===== src/rtl/tail_light_sequencer.sv =====
// Two-bank PWM-dimmed tail-light sequencer: lamps ramp through LEVELS steps and sweep outward.
// Define TAIL_LIGHT_HAZARD_EN to compile in the hazard mode (left&right ramps both banks together).
`timescale 1ns/1ps
module tail_light_sequencer #(
  parameter int LAMPS       = 3,
  parameter int PWM_BITS    = 8,
  parameter int LEVELS      = 4,
  parameter int STEP_CYCLES = 16
) (
  input  logic               clk,
  input  logic               reset,
  input  logic               left,
  input  logic               right,
  output logic [2*LAMPS-1:0] light,
  output logic               active
);

  localparam int KW = $clog2(LEVELS + 1);
  localparam int IW = (LAMPS > 1) ? $clog2(LAMPS) : 1;
  localparam int TW = (STEP_CYCLES > 1) ? $clog2(STEP_CYCLES) : 1;

  typedef enum logic [1:0] {
    IDLE,
    LEFT,
    RIGHT
`ifdef TAIL_LIGHT_HAZARD_EN
    , HAZARD
`endif
  } state_t;

  state_t               state, state_next;
  logic [IW-1:0]        lamp_idx, idx_next;
  logic [KW-1:0]        level, level_next;
  logic [TW-1:0]        tcnt, tcnt_next;
  logic [PWM_BITS-1:0]  pcnt;
  logic [2*LAMPS-1:0]   light_next;
  logic                 tick;
  int                   lvl;

  // Duty for level k is 2^(k*PWM_BITS/LEVELS)-1; the top level is the all-ones duty, i.e. always on.
  function automatic logic lamp_on(input int lv, input logic [PWM_BITS-1:0] cnt);
    logic [PWM_BITS:0] duty;
    duty = ((PWM_BITS+1)'(1) << (lv * PWM_BITS / LEVELS)) - (PWM_BITS+1)'(1);
    return (lv >= LEVELS) || ({1'b0, cnt} < duty);
  endfunction

  assign tick   = (tcnt == TW'(STEP_CYCLES - 1));
  assign active = (state != IDLE);

  always_ff @(posedge clk or negedge reset) begin
    if (!reset) begin
      state    <= IDLE;
      lamp_idx <= '0;
      level    <= '0;
      tcnt     <= '0;
      pcnt     <= '0;
      light    <= '0;
    end else begin
      state    <= state_next;
      lamp_idx <= idx_next;
      level    <= level_next;
      tcnt     <= tcnt_next;
      pcnt     <= pcnt + PWM_BITS'(1);
      light    <= light_next;
    end
  end

  always_comb begin
    state_next = state;
    idx_next   = lamp_idx;
    level_next = level;
    tcnt_next  = tcnt + TW'(1);
    case (state)
      IDLE: begin
        tcnt_next  = '0;
        idx_next   = '0;
        level_next = '0;
        if (left && !right) begin
          state_next = LEFT;
          level_next = KW'(1);
        end else if (right && !left) begin
          state_next = RIGHT;
          level_next = KW'(1);
        end
`ifdef TAIL_LIGHT_HAZARD_EN
        else if (left && right) begin
          state_next = HAZARD;
          level_next = KW'(1);
        end
`endif
      end
      LEFT, RIGHT: begin
        if (tick) begin
          tcnt_next = '0;
          if (level < KW'(LEVELS)) begin
            level_next = level + KW'(1);
          end else if (lamp_idx < IW'(LAMPS - 1)) begin
            idx_next   = lamp_idx + IW'(1);
            level_next = KW'(1);
          end else begin
            state_next = IDLE;
            idx_next   = '0;
            level_next = '0;
          end
        end
      end
`ifdef TAIL_LIGHT_HAZARD_EN
      HAZARD: begin
        if (tick) begin
          tcnt_next = '0;
          if (level < KW'(LEVELS)) begin
            level_next = level + KW'(1);
          end else begin
            state_next = IDLE;
            level_next = '0;
          end
        end
      end
`endif
      default: begin
        state_next = IDLE;
        tcnt_next  = '0;
        idx_next   = '0;
        level_next = '0;
      end
    endcase
  end

  // Lamps behind the sweep stay fully lit, the current lamp ramps, lamps ahead stay dark.
  always_comb begin
    light_next = '0;
    lvl        = 0;
    for (int j = 0; j < LAMPS; j++) begin
      if (j < int'(lamp_idx))       lvl = LEVELS;
      else if (j == int'(lamp_idx)) lvl = int'(level);
      else                          lvl = 0;
      if (state == RIGHT) light_next[j] = lamp_on(lvl, pcnt);
      if (state == LEFT)  light_next[2*LAMPS-1-j] = lamp_on(lvl, pcnt);
    end
`ifdef TAIL_LIGHT_HAZARD_EN
    if (state == HAZARD) light_next = {(2*LAMPS){lamp_on(int'(level), pcnt)}};
`endif
  end

endmodule


===== config.mk =====
export PLATFORM = sky130hd
export DESIGN_NAME = tail_light_sequencer
export DESIGN_NICKNAME = d
export VERILOG_FILES = /design/src/rtl/tail_light_sequencer.sv
export SDC_FILE = /design/constraint.sdc
export NUM_CORES = 1
export LEC_CHECK = 0
export ABC_CLOCK_PERIOD_IN_PS = 3300
export BUFFER_PORTS_ARGS = -buffer_cell sky130_fd_sc_hd__buf_2
export CORE_MARGIN = 4
export CORE_UTILIZATION = 29
export CTS_CLUSTER_DIAMETER = 60
export DETAILED_ROUTE_END_ITERATION = 10
export PLACE_DENSITY_LB_ADDON = 0.08
export SETUP_SLACK_MARGIN = 0.15
export SLEW_MARGIN = 20
export SYNTH_ARGS = -nofsm -noshare
export SYNTH_HDL_FRONTEND = slang
export SYNTH_SLANG_ARGS = --single-unit

===== constraint.sdc =====
create_clock -name clk -period 3.3 [get_ports clk]
set_input_delay 0.33 -clock clk [delete_from_list [all_inputs] [get_ports clk]]
set_output_delay 0.33 -clock clk [all_outputs]
set_load 0.02 [all_outputs]

==> qor.csv <==
stage,metric,value,unit
clock_network,Clock Root Buffer,clkbuf_8,
timing,final hold violation count,0,
yosys,yosys warns,0,
cells_and_area,P&R area growth vs syn,8.960,%
timing,worst hold slack,0.05001,ns
route,DRC viols,0,
timing,fin. max-slew vios,0,
clock_network,Worst-path clk slew,0.10,ns
timing,Worst-Margin Slew,0.5923,ns
placed_design,Final GP Congestion,0.7736,
clock_network,PostCTS Resize Cnt,0,
timing,slew margin rel.,60.51,%
clock_network,Clock Tree Buf Depth,2,
floorplan,Die Y,85.58,µm
yosys,compound-cell area share of the yosys netlist,14.55,%
global_routing,largest net degree at the start of global routing,26,
floorplan,I/O pins,11,
yosys,Synth Cell Area,1745,µm²
clock_network,CTS Hold Bufs,0,
timing,final setup violating endpoints,0,
yosys,synthesized flop and latch total,25,
route,Wirelength per Cell,14.21,µm
placed_design,Port Buffers,10,
clock_network,cts bufs inserted,3,
timing,final setup TNS,0,ns
clock_network,later-pin clock latency in the skew report,0.27,ns
cells_and_area,most frequent cells in the layout,"ha_1 (29), nand2_1 (26), dfrtp_1 (25)",
route,first drt pass iteration count,4,
clock_network,TritonCTS clock tree,yes,
yosys,Yosys cell types,41,
floorplan,Die Wd,85.58,µm
timing,final period utilization,80.90,%
cells_and_area,number of diodes,0,
yosys,largest family of logic cells by synthesized area,adder cells,
placed_design,Post-DP HPWL,2915,µm
route,Routed WL,3766,µm
run_status,outcome,finished clean,
yosys,"Seq/Total Area, Yosys",35.84,%
clock_network,# clock sinks,25,
floorplan,Initial Util,30.75,%
floorplan,core box area,5675,µm²
clock_network,post-CTS setup buffer count,0,
cells_and_area,"most common cell after layout, fill and taps aside",ha_1,
global_routing,GR Util All Layers,11.27,%
timing,"Min Clock Period, post-route",2.670,ns
yosys,mux cell area share after synthesis,0,%
yosys,area share of xor/xnor cells in the synthesized design,5.520,%
cells_and_area,fraction of layout cells with a size suffix above 1,8.808,%
power,Leak,0.0009263,µW
global_routing,number of global-route vias before repair,1396,
timing,Clock Skew,0.006109,ns
critical_path,CP Max Fanout,15,
floorplan,FP Rows,27,
critical_path,Worst Path Required,3.46,ns
critical_path,endpoint class of the critical path,register,
power,pwr dens,567.3,nW/µm²
route,Starting DRT DRC Count,40,
route,Vias,1293,
cells_and_area,Fillers,575,
floorplan,die area,7324,µm²
global_routing,initial antenna violation count,0,
route,post-route ant nets,0,
yosys,fraction of the mapped netlist area in adder cells,20.79,%
critical_path,Worst Setup Start Kind,register,
clock_network,H-tree Lvls,1,
yosys,net count after synthesis,218,
critical_path,Crit Path Class,reg2reg,
route,vias per cell,4.879,
global_routing,first-pass GRT wire length,6624,µm
timing,RSZ-0062 raised after global routing,no,
timing,Fmax,374.6,MHz
global_routing,total grt overflow,0,
yosys,Cells after Synth,185,
yosys,Synth Area in Simple Gates,18.64,%
cells_and_area,nets@finish,227,
worst_hold_path,Hold WC Path Type,in2async,
critical_path,Worst EP arrival,2.83,ns
power,worst vdd ir,288.7,µV
yosys,Mean Syn Cell Area,9.435,µm²
run,Max-Cap Viols,0,
-- path summary, 6_finish.rpt --
kind | slack [ns] | from | cells after the start | end
setup / recovery | 0.63 | level[2]$_DFFE_PN0N_ | 10 | light[5]$_DFF_PN0_
hold / removal | 0.05 | reset | 1 | light[3]$_DFF_PN0_
setup reg to reg | 0.63 | level[2]$_DFFE_PN0N_ | 10 | light[5]$_DFF_PN0_
hold reg to reg | 0.47 | tcnt[0]$_DFF_PN0_ | 1 | tcnt[0]$_DFF_PN0_
max in group asynchronous | 2.86 | reset | 1 | level[1]$_DFFE_PN0N_
min in group clk | 0.40 | left | 3 | state[1]$_DFFE_PN0P_
-- layer usage --
layer	track usage (%)	part of all wire [%]	up-vias	wire [µm]
met2	19.35	49	10	1839
li1	-	-	666	-
met3	1.729	2.7	2	102
met5	0	0	-	0
met4	2.590	0.61	0	23
met1	14.87	48	615	1801
-- cells by family after synthesis --
| group | Yosys count |
|---|---|
| flip-flops | 25 |
| AND/OR/NAND/NOR | 67 |
| buffers and inverters | 19 |
| XOR/XNOR | 11 |
| adder cells (fa/ha/maj) | 29 |
| AO/OA/AOI/OAI | 34 |
-- per-stage QoR --
stage | area [µm²] | setup WS [ns] | instances | util (%) | power (µW)
finish | 1902 | 0.6304 | 265 | 33.51 | 1079
global placement | 1853 | 0.6857 | 261 | 32.65 | 879.5
detailed placement | 1853 | 0.6301 | 261 | 32.65 | 902.7
CTS | 1902 | 0.6316 | 265 | 33.51 | 1101
floorplan | 1745 | 0.9162 | 185 | - | 792.2
global route | 1902 | 0.3940 | 265 | 33.51 | 1203
-- cells in the mapped netlist --
library cell  number  area share (%)
nand4b_1           1            0.50
and3_1             1            0.36
dfrtp_1           25              36
a22o_1             2             1.0
nand3b_1           1            0.43
o31ai_1            2            0.86
a32o_1             1            0.57
nor3_1             5             1.4
xor2_1             4             2.0
nand2b_1           1            0.36
a311oi_2           1            0.86
a21o_1             3             1.3
o2bb2ai_1          1            0.50
o41ai_2            1            0.93
nand3_1            7             2.0
buf_6              1            0.65
xnor2_1            7             3.5
nor3b_1            2            0.86
clkbuf_2           1            0.29
a211oi_1           1            0.43
a211o_1            2             1.0
a2111oi_0          1            0.50
inv_1             13             2.8
nand2_1           26             5.6
nand4_1            2            0.72
or3_1              1            0.36
a21oi_1            7             2.0
o2111ai_1          1            0.50
o211ai_1           1            0.43
and2_1             5             1.8
clkbuf_1           3            0.65
ha_1              29              21
a21boi_0           2            0.86
buf_2              1            0.29
o21ai_0            5             1.4
o22ai_1            2            0.72
nor2b_1            2            0.72
nor2_1            11             2.4
or3_4              1            0.65
and4_1             1            0.50
o2111a_1           1            0.65
-- flip-flops by register name, indices dropped and copies added (netlist names) --
name,flops
level,3
pcnt,8
lamp_idx,2
tcnt,4
state,2
light,6
-- critical path, stage by stage (launching register included) --
cell      delay (ns)
dfrtp_1         0.54
or3_4           0.46
or3_1           0.35
ha_1            0.19
inv_1           0.09
xnor2_1         0.08
ha_1            0.30
o2111a_1        0.18
o31ai_1         0.06
a21oi_1         0.23
nor2_1          0.08
-- power breakdown --
part	total [µW]	leakage, µW	switching [µW]	internal, µW
Combinational	482	0.000575	284	198
Clock	192	0.0000217	106	85.6
Sequential	405	0.000329	57.3	348
-- final cells by class --
class	instances	area [µm²]	area share, %
flip-flops and latches	25	625.6	32.89
well taps	72	90.09	4.737
repair buffers	10	50.05	2.632
clock inverters	1	7.507	0.3947
multi-input cells	141	1039	54.61
inverters	13	48.80	2.566
clock buffers	3	41.29	2.171
No activity file was read; power rests on OpenSTA's default activity.
